--- src/rtl/usb_tx_ctrl.sv ---
// usb_tx_ctrl: USB packet transmitter (sync, NRZI data, bit stuffing, EOP).
// Each line bit lasts 8 clk cycles; data bytes come from a FWFT FIFO.
module usb_tx_ctrl (
  input  logic       clk,
  input  logic       n_rst,
  input  logic       tx_start,
  input  logic [7:0] tx_data,
  input  logic       fifo_empty,
  output logic       fifo_read,
  output logic       d_plus,
  output logic       d_minus,
  output logic       tx_busy,
  output logic       tx_done
);

  typedef enum logic [2:0] {
    IDLE,
    SYNC,
    DATA,
    STUFF,
    EOP1,
    EOP2,
    EOPJ
  } state_t;

  localparam logic [7:0] SYNC_B = 8'b1000_0000;

  state_t     state_q, state_d;
  logic [2:0] tmr_q, tmr_d;
  logic [2:0] idx_q, idx_d;
  logic [2:0] ones_q, ones_d;
  logic [7:0] sh_q, sh_d;
  logic       lvl_q, lvl_d;
  logic       se0_q, se0_d;
  logic       busy_q, busy_d;
  logic       done_q, done_d;

  logic       bnd;
  logic       adv;
  logic       snd;
  logic       sbit;

  // Byte boundary: last period of bit 7, or of the stuff bit after it.
  assign bnd = (tmr_q == 3'd7) && (idx_q == 3'd7) &&
               ((state_q == STUFF) ||
                (((state_q == SYNC) || (state_q == DATA)) &&
                 (ones_q != 3'd6)));

  assign fifo_read = bnd & ~fifo_empty;
  assign d_plus    = lvl_q & ~se0_q;
  assign d_minus   = ~lvl_q & ~se0_q;
  assign tx_busy   = busy_q;
  assign tx_done   = done_q;

  always_comb begin
    state_d = state_q;
    tmr_d   = tmr_q;
    idx_d   = idx_q;
    ones_d  = ones_q;
    sh_d    = sh_q;
    lvl_d   = lvl_q;
    se0_d   = se0_q;
    busy_d  = busy_q;
    done_d  = 1'b0;
    adv     = 1'b0;
    snd     = 1'b0;
    sbit    = 1'b0;

    if (state_q == IDLE) begin
      if (tx_start) begin
        state_d = SYNC;
        tmr_d   = 3'd0;
        idx_d   = 3'd0;
        ones_d  = 3'd0;
        sh_d    = SYNC_B;
        lvl_d   = 1'b1;
        busy_d  = 1'b1;
        snd     = 1'b1;
        sbit    = SYNC_B[0];
      end
    end else begin
      tmr_d  = tmr_q + 3'd1;
      done_d = (state_q == EOPJ) && (tmr_q == 3'd6);
      if (tmr_q == 3'd7) begin
        unique case (state_q)
          SYNC, DATA: begin
            if (ones_q == 3'd6) begin
              state_d = STUFF;
              lvl_d   = ~lvl_q;
              ones_d  = 3'd0;
            end else begin
              adv = 1'b1;
            end
          end
          STUFF: adv = 1'b1;
          EOP1:  state_d = EOP2;
          EOP2: begin
            state_d = EOPJ;
            se0_d   = 1'b0;
            lvl_d   = 1'b1;
          end
          EOPJ: begin
            state_d = IDLE;
            busy_d  = 1'b0;
          end
          default: ;
        endcase
      end
    end

    if (adv) begin
      if (idx_q != 3'd7) begin
        state_d = (state_q == SYNC) ? SYNC : DATA;
        idx_d   = idx_q + 3'd1;
        snd     = 1'b1;
        sbit    = sh_q[idx_d];
      end else if (fifo_empty) begin
        state_d = EOP1;
        se0_d   = 1'b1;
      end else begin
        state_d = DATA;
        idx_d   = 3'd0;
        sh_d    = tx_data;
        snd     = 1'b1;
        sbit    = tx_data[0];
      end
    end

    // NRZI: a 0 toggles the line and breaks the run of ones.
    if (snd) begin
      if (!sbit) begin
        lvl_d  = ~lvl_d;
        ones_d = 3'd0;
      end else begin
        ones_d = ones_q + 3'd1;
      end
    end
  end

  always_ff @(posedge clk or negedge n_rst) begin
    if (!n_rst) begin
      state_q <= IDLE;
      tmr_q   <= 3'd0;
      idx_q   <= 3'd0;
      ones_q  <= 3'd0;
      sh_q    <= 8'd0;
      lvl_q   <= 1'b1;
      se0_q   <= 1'b0;
      busy_q  <= 1'b0;
      done_q  <= 1'b0;
    end else begin
      state_q <= state_d;
      tmr_q   <= tmr_d;
      idx_q   <= idx_d;
      ones_q  <= ones_d;
      sh_q    <= sh_d;
      lvl_q   <= lvl_d;
      se0_q   <= se0_d;
      busy_q  <= busy_d;
      done_q  <= done_d;
    end
  end

endmodule

--- config.mk ---
export PLATFORM = sky130hd
export DESIGN_NAME = usb_tx_ctrl
export DESIGN_NICKNAME = d
export VERILOG_FILES = /design/src/rtl/usb_tx_ctrl.sv
export SDC_FILE = /design/constraint.sdc
export NUM_CORES = 1
export LEC_CHECK = 0
export CAP_MARGIN = 30
export CORE_MARGIN = 5
export CORE_UTILIZATION = 24
export DETAILED_ROUTE_END_ITERATION = 8
export PLACE_DENSITY = 0.48
export RECOVER_POWER = 25
export SLEW_MARGIN = 20
export SYNTH_ARGS = -nofsm -noshare
export SYNTH_HDL_FRONTEND = slang
export SYNTH_SLANG_ARGS = --single-unit
--- constraint.sdc ---
create_clock -name clk -period 2.37 [get_ports clk]
set_input_delay 0.474 -clock clk [delete_from_list [all_inputs] [get_ports clk]]
set_output_delay 0.474 -clock clk [all_outputs]
set_load 0.01 [all_outputs]
==> results of run 1 <==
-- worst min-delay path by stage --
| stage | to | start | cells past startpoint |
|---|---|---|---|
| detailed placement | idx_q[2] | idx_q[2] | 1 |
| floorplan | idx_q[0] | n_rst | 0 |
| CTS | idx_q[1] | idx_q[1] | 1 |
| finish | idx_q[1] | idx_q[1] | 1 |
| global route | idx_q[1] | idx_q[1] | 1 |
| global placement | idx_q[2] | idx_q[2] | 1 |
-- cells in the mapped netlist, types with 2 or more instances --
| cell type | instances | area (sq um) |
|---|---|---|
| clkbuf_1 | 4 | 15.0 |
| nand3b_1 | 6 | 45.0 |
| nor2_1 | 8 | 30.0 |
| nor2b_1 | 2 | 12.5 |
| inv_1 | 6 | 22.5 |
| nor3b_1 | 5 | 37.5 |
| and3b_1 | 2 | 17.5 |
| a32oi_1 | 2 | 17.5 |
| a22o_1 | 3 | 26.3 |
| o21ai_0 | 11 | 55.1 |
| dfrtp_1 | 23 | 576 |
| nand3_1 | 2 | 10.0 |
| buf_2 | 2 | 10.0 |
| nor3_1 | 2 | 10.0 |
| o21ai_1 | 8 | 40.0 |
| nand2b_1 | 5 | 31.3 |
| o31ai_1 | 2 | 15.0 |
| a21o_1 | 2 | 15.0 |
| mux2_2 | 4 | 45.0 |
| nand2_1 | 25 | 93.8 |
| a21oi_1 | 5 | 25.0 |
| ha_1 | 7 | 87.6 |
-- worst reg2reg max path, delay by kind of cell (launching register included) --
family	cells	cell delay, ns
AOI/OAI and AO/OA	3	0.83
DFF	1	0.40
and+or+nand+nor	2	0.24
adders and majority gates	2	0.53
-- stage by stage --
stage | area [sq um] | instances
4_1_cts | 1800 | 252
6_report | 1800 | 253
3_5_place_dp | 1740 | 248
2_1_floorplan | 1440 | 154
5_1_grt | 1800 | 253
3_3_place_gp | 1740 | 248
-- power by group through the flow --
stage / clock [mW] / sequential (mW) / combinational (mW)
2_1_floorplan: 0 / 0.621 / 0.636
3_5_place_dp: 0 / 0.622 / 0.923
6_report: 0.293 / 0.610 / 0.951
5_1_grt: 0.322 / 0.628 / 1.07
3_3_place_gp: 0 / 0.619 / 0.916
4_1_cts: 0.303 / 0.613 / 0.947
-- metal layers --
layer	up-vias	routed length [microns]	track usage
met5	-	0	0
met4	0	70	0.0460
met3	7	62	0.0188
met2	14	1460	0.152
met1	546	1680	0.129
li1	595	-	-
-- logic make-up (layout without fill, tap and decap cells) --
kind of cell / after synthesis / after routing / share of synthesized area
compound gates: 44 / 44 / 0.205
simple gates: 59 / 59 / 0.224
buf+inv: 14 / 38 / 0.0459
fa+ha+maj: 7 / 7 / 0.0607
mux: 5 / 5 / 0.0416
xor+xnor: 1 / 1 / 0.00607
flops: 24 / 24 / 0.417
-- registers in the layout (all words and copies together), names as in the netlist --
| signal | flops |
|---|---|
| tx_done | 1 |
| sh_q | 8 |
| se0_q | 1 |
| lvl_q | 1 |
| tmr_q | 3 |
| tx_busy | 1 |
| ones_q | 3 |
| idx_q | 3 |
| state_q | 3 |
-- repair_timing --
action                                  CTS  global route
resized for setup                         2             2
buffers inserted                          0             1
endpoints found under the setup margin    1             1
-- final cells by class --
| type | instances | area share |
|---|---|---|
| Timing Repair Buffer | 28 | 0.134 |
| Tap cell | 75 | 0.0521 |
| Clock buffer | 4 | 0.0306 |
| Sequential cell | 24 | 0.334 |
| Multi-Input combinational cell | 116 | 0.437 |
| Inverter | 6 | 0.0125 |
-- placed cells by master (no fill, tap or decap), drive strengths merged, types with 2 or more instances in the layout --
| cell | netlist | routed |
|---|---|---|
| nand2 | 25 | 25 |
| nand3 | 2 | 2 |
| a32oi | 2 | 2 |
| clkdlybuf4s50 | 0 | 14 |
| nor2b | 2 | 2 |
| ha | 7 | 7 |
| o31ai | 2 | 2 |
| and3b | 2 | 2 |
| nor2 | 8 | 8 |
| nand3b | 6 | 6 |
| a21o | 3 | 3 |
| a22o | 3 | 3 |
| o21ai | 19 | 19 |
| dfrtp | 23 | 23 |
| mux2 | 5 | 5 |
| clkbuf | 4 | 6 |
| nor3b | 6 | 6 |
| nor3 | 3 | 3 |
| buf | 4 | 11 |
| inv | 6 | 6 |
| a21oi | 5 | 5 |
| nand2b | 5 | 5 |
==> results.md, run 1 <==
- Final setup vio count: 0
- GPL Wtd Cong: approximately 0.74
- P_sw: a little under 0.7 mW
- Filler cells: between 600 and 700
- Chip Width: about 88 microns
- Io pins: 17
- Crit path largest cell delay: about 0.40 ns
- Tmin final: roughly 2.2 ns
- Worst path cell trace: inv_1 -> ha_1 -> a21bo_1 -> a2bb2oi_4 -> nor3b_4 -> clkbuf_2
- Critical path destination: fifo_read
- Final setup margin: approximately 0.19 ns
- Via count: between 1000 and 1500
- Worst slew pin tran: around 1.4 ns
- Hpwl dp: 2410 microns
- Final wirelength: around 3300 microns
- Synth Register Bits: 24
- Grt ovf: 0
- Hold WC Path Type: reg2reg
- Final ANT Viol Nets: 0
- Cell Rows: 28
- Share of total power in sequential cells: 0.329
- Clk root buf: clkbuf_8
- CP startpoint: ones_q[0]
- Arrival time of the worst setup path: approximately 1.7 ns
- Vias per inst: about 4.6
- Number of max-cap violations: 0
- WP data required: between 1.5 and 2 ns
- First-pass GRT wire length: ~5800 microns
- Max_slew headroom: 0.0853
- Clock buffer depth: 2
- Power per cell area: just over 1000 nW/um^2
- RR Endpoint: ones_q[2]
- Wire per inst: about 13 microns
- Clock power frac: 0.158
- Final count of pins violating max slew: 0
- Worst R2R Setup Slack: 0.27 ns
- Worst-Skew Late Latency: 0.27 ns
- Mapped Nets: between 150 and 200
- CP Depth: 6
- Crit-path slowest cell: dfrtp_1
- Reg clk slew, reported paths: ~0.09 ns
- Final hold vios: 0
- Int Pwr: 1.16 mW
- Synth Instances: 154
- Largest net degree at the start of global routing: 25
- Clock Sinks: 24
- Area growth syn-to-layout: 24.8%
- Switch share: 0.373
- Syn_area_per_cell: 9.38 sq um
- R2r worst-path depth: 7
- CP Capture Type: output port
- Vias in the first global route: roughly 1200
- Worst vdd ir: roughly 0.31 mV
- Initial antenna violation count: 0
- Fraction of registers with async set/reset: 1.00
- Max Fclk: 0.459 GHz
- Fin util: 0.306
- Max FO, Critical Path: 4
- Fraction of the cycle the final worst path needs: 0.919
- Status: complete, no violations
- Area occupied by multi-input gates: just under 800 sq um
- Fraction of layout cells with a size suffix above 1: 0.146
- Sequential cell area fraction in the yosys report: 0.417
- Buffers on Ports: 16
- Worst r2r src: idx_q[0]
- Mapped Area: 1440 sq um
- Global Route Usage Sum: 0.0972
- Die Area: 7670 sq um
- TritonRoute pass-1 iters: 4
- Library cells used by synthesis: 40
- Synth Flop Type: dfrtp_1
- Total power: ~1.9 mW
- Die Height: 87.6 microns
- Residual DRC count: 0
- Initial Util: 0.245
- Syn. warnings: 0
- Clk_skew: 0.00120 ns
- Cts bufs inserted: 3
- CTS hold repair buffers: 0
- CORE AREA: roughly 5900 sq um
- Nets: between 150 and 200
- Crit Path Class: reg2out
- Smallest hold slack: around 0.51 ns
- Post-synth EDFFs: 0
- Critical path launch point type: register
- Unrepaired setup endpoints after global routing: no
- Iter 0 DRT Violations: 76
- Pleak: about 0.8 nW
- Pre-CTS setup slack: a little over 0.1 ns
- CP delay by family, top: flip-flops
- Diodes inserted: 0
- TritonCTS clock tree: yes
- Logic pwr share: 0.513
- TNS Setup: 0 ns
- Register Area: around 600 sq um
- H-tree level count: 1
- CP Buf/Inv Count: 2
Note: power is estimated with default switching activity, not from simulation.
==> run 2, diff against run 1 <==
--- a/config.mk
+++ b/config.mk
@@ -11,7 +11,7 @@
 export DETAILED_ROUTE_END_ITERATION = 8
 export PLACE_DENSITY = 0.48
 export RECOVER_POWER = 25
-export SLEW_MARGIN = 20
+export SLEW_MARGIN = 10
 export SYNTH_ARGS = -nofsm -noshare
 export SYNTH_HDL_FRONTEND = slang
 export SYNTH_SLANG_ARGS = --single-unit
==> results of run 2 <==
No change in the layout: final DEF, timing and power equal those of run 1.
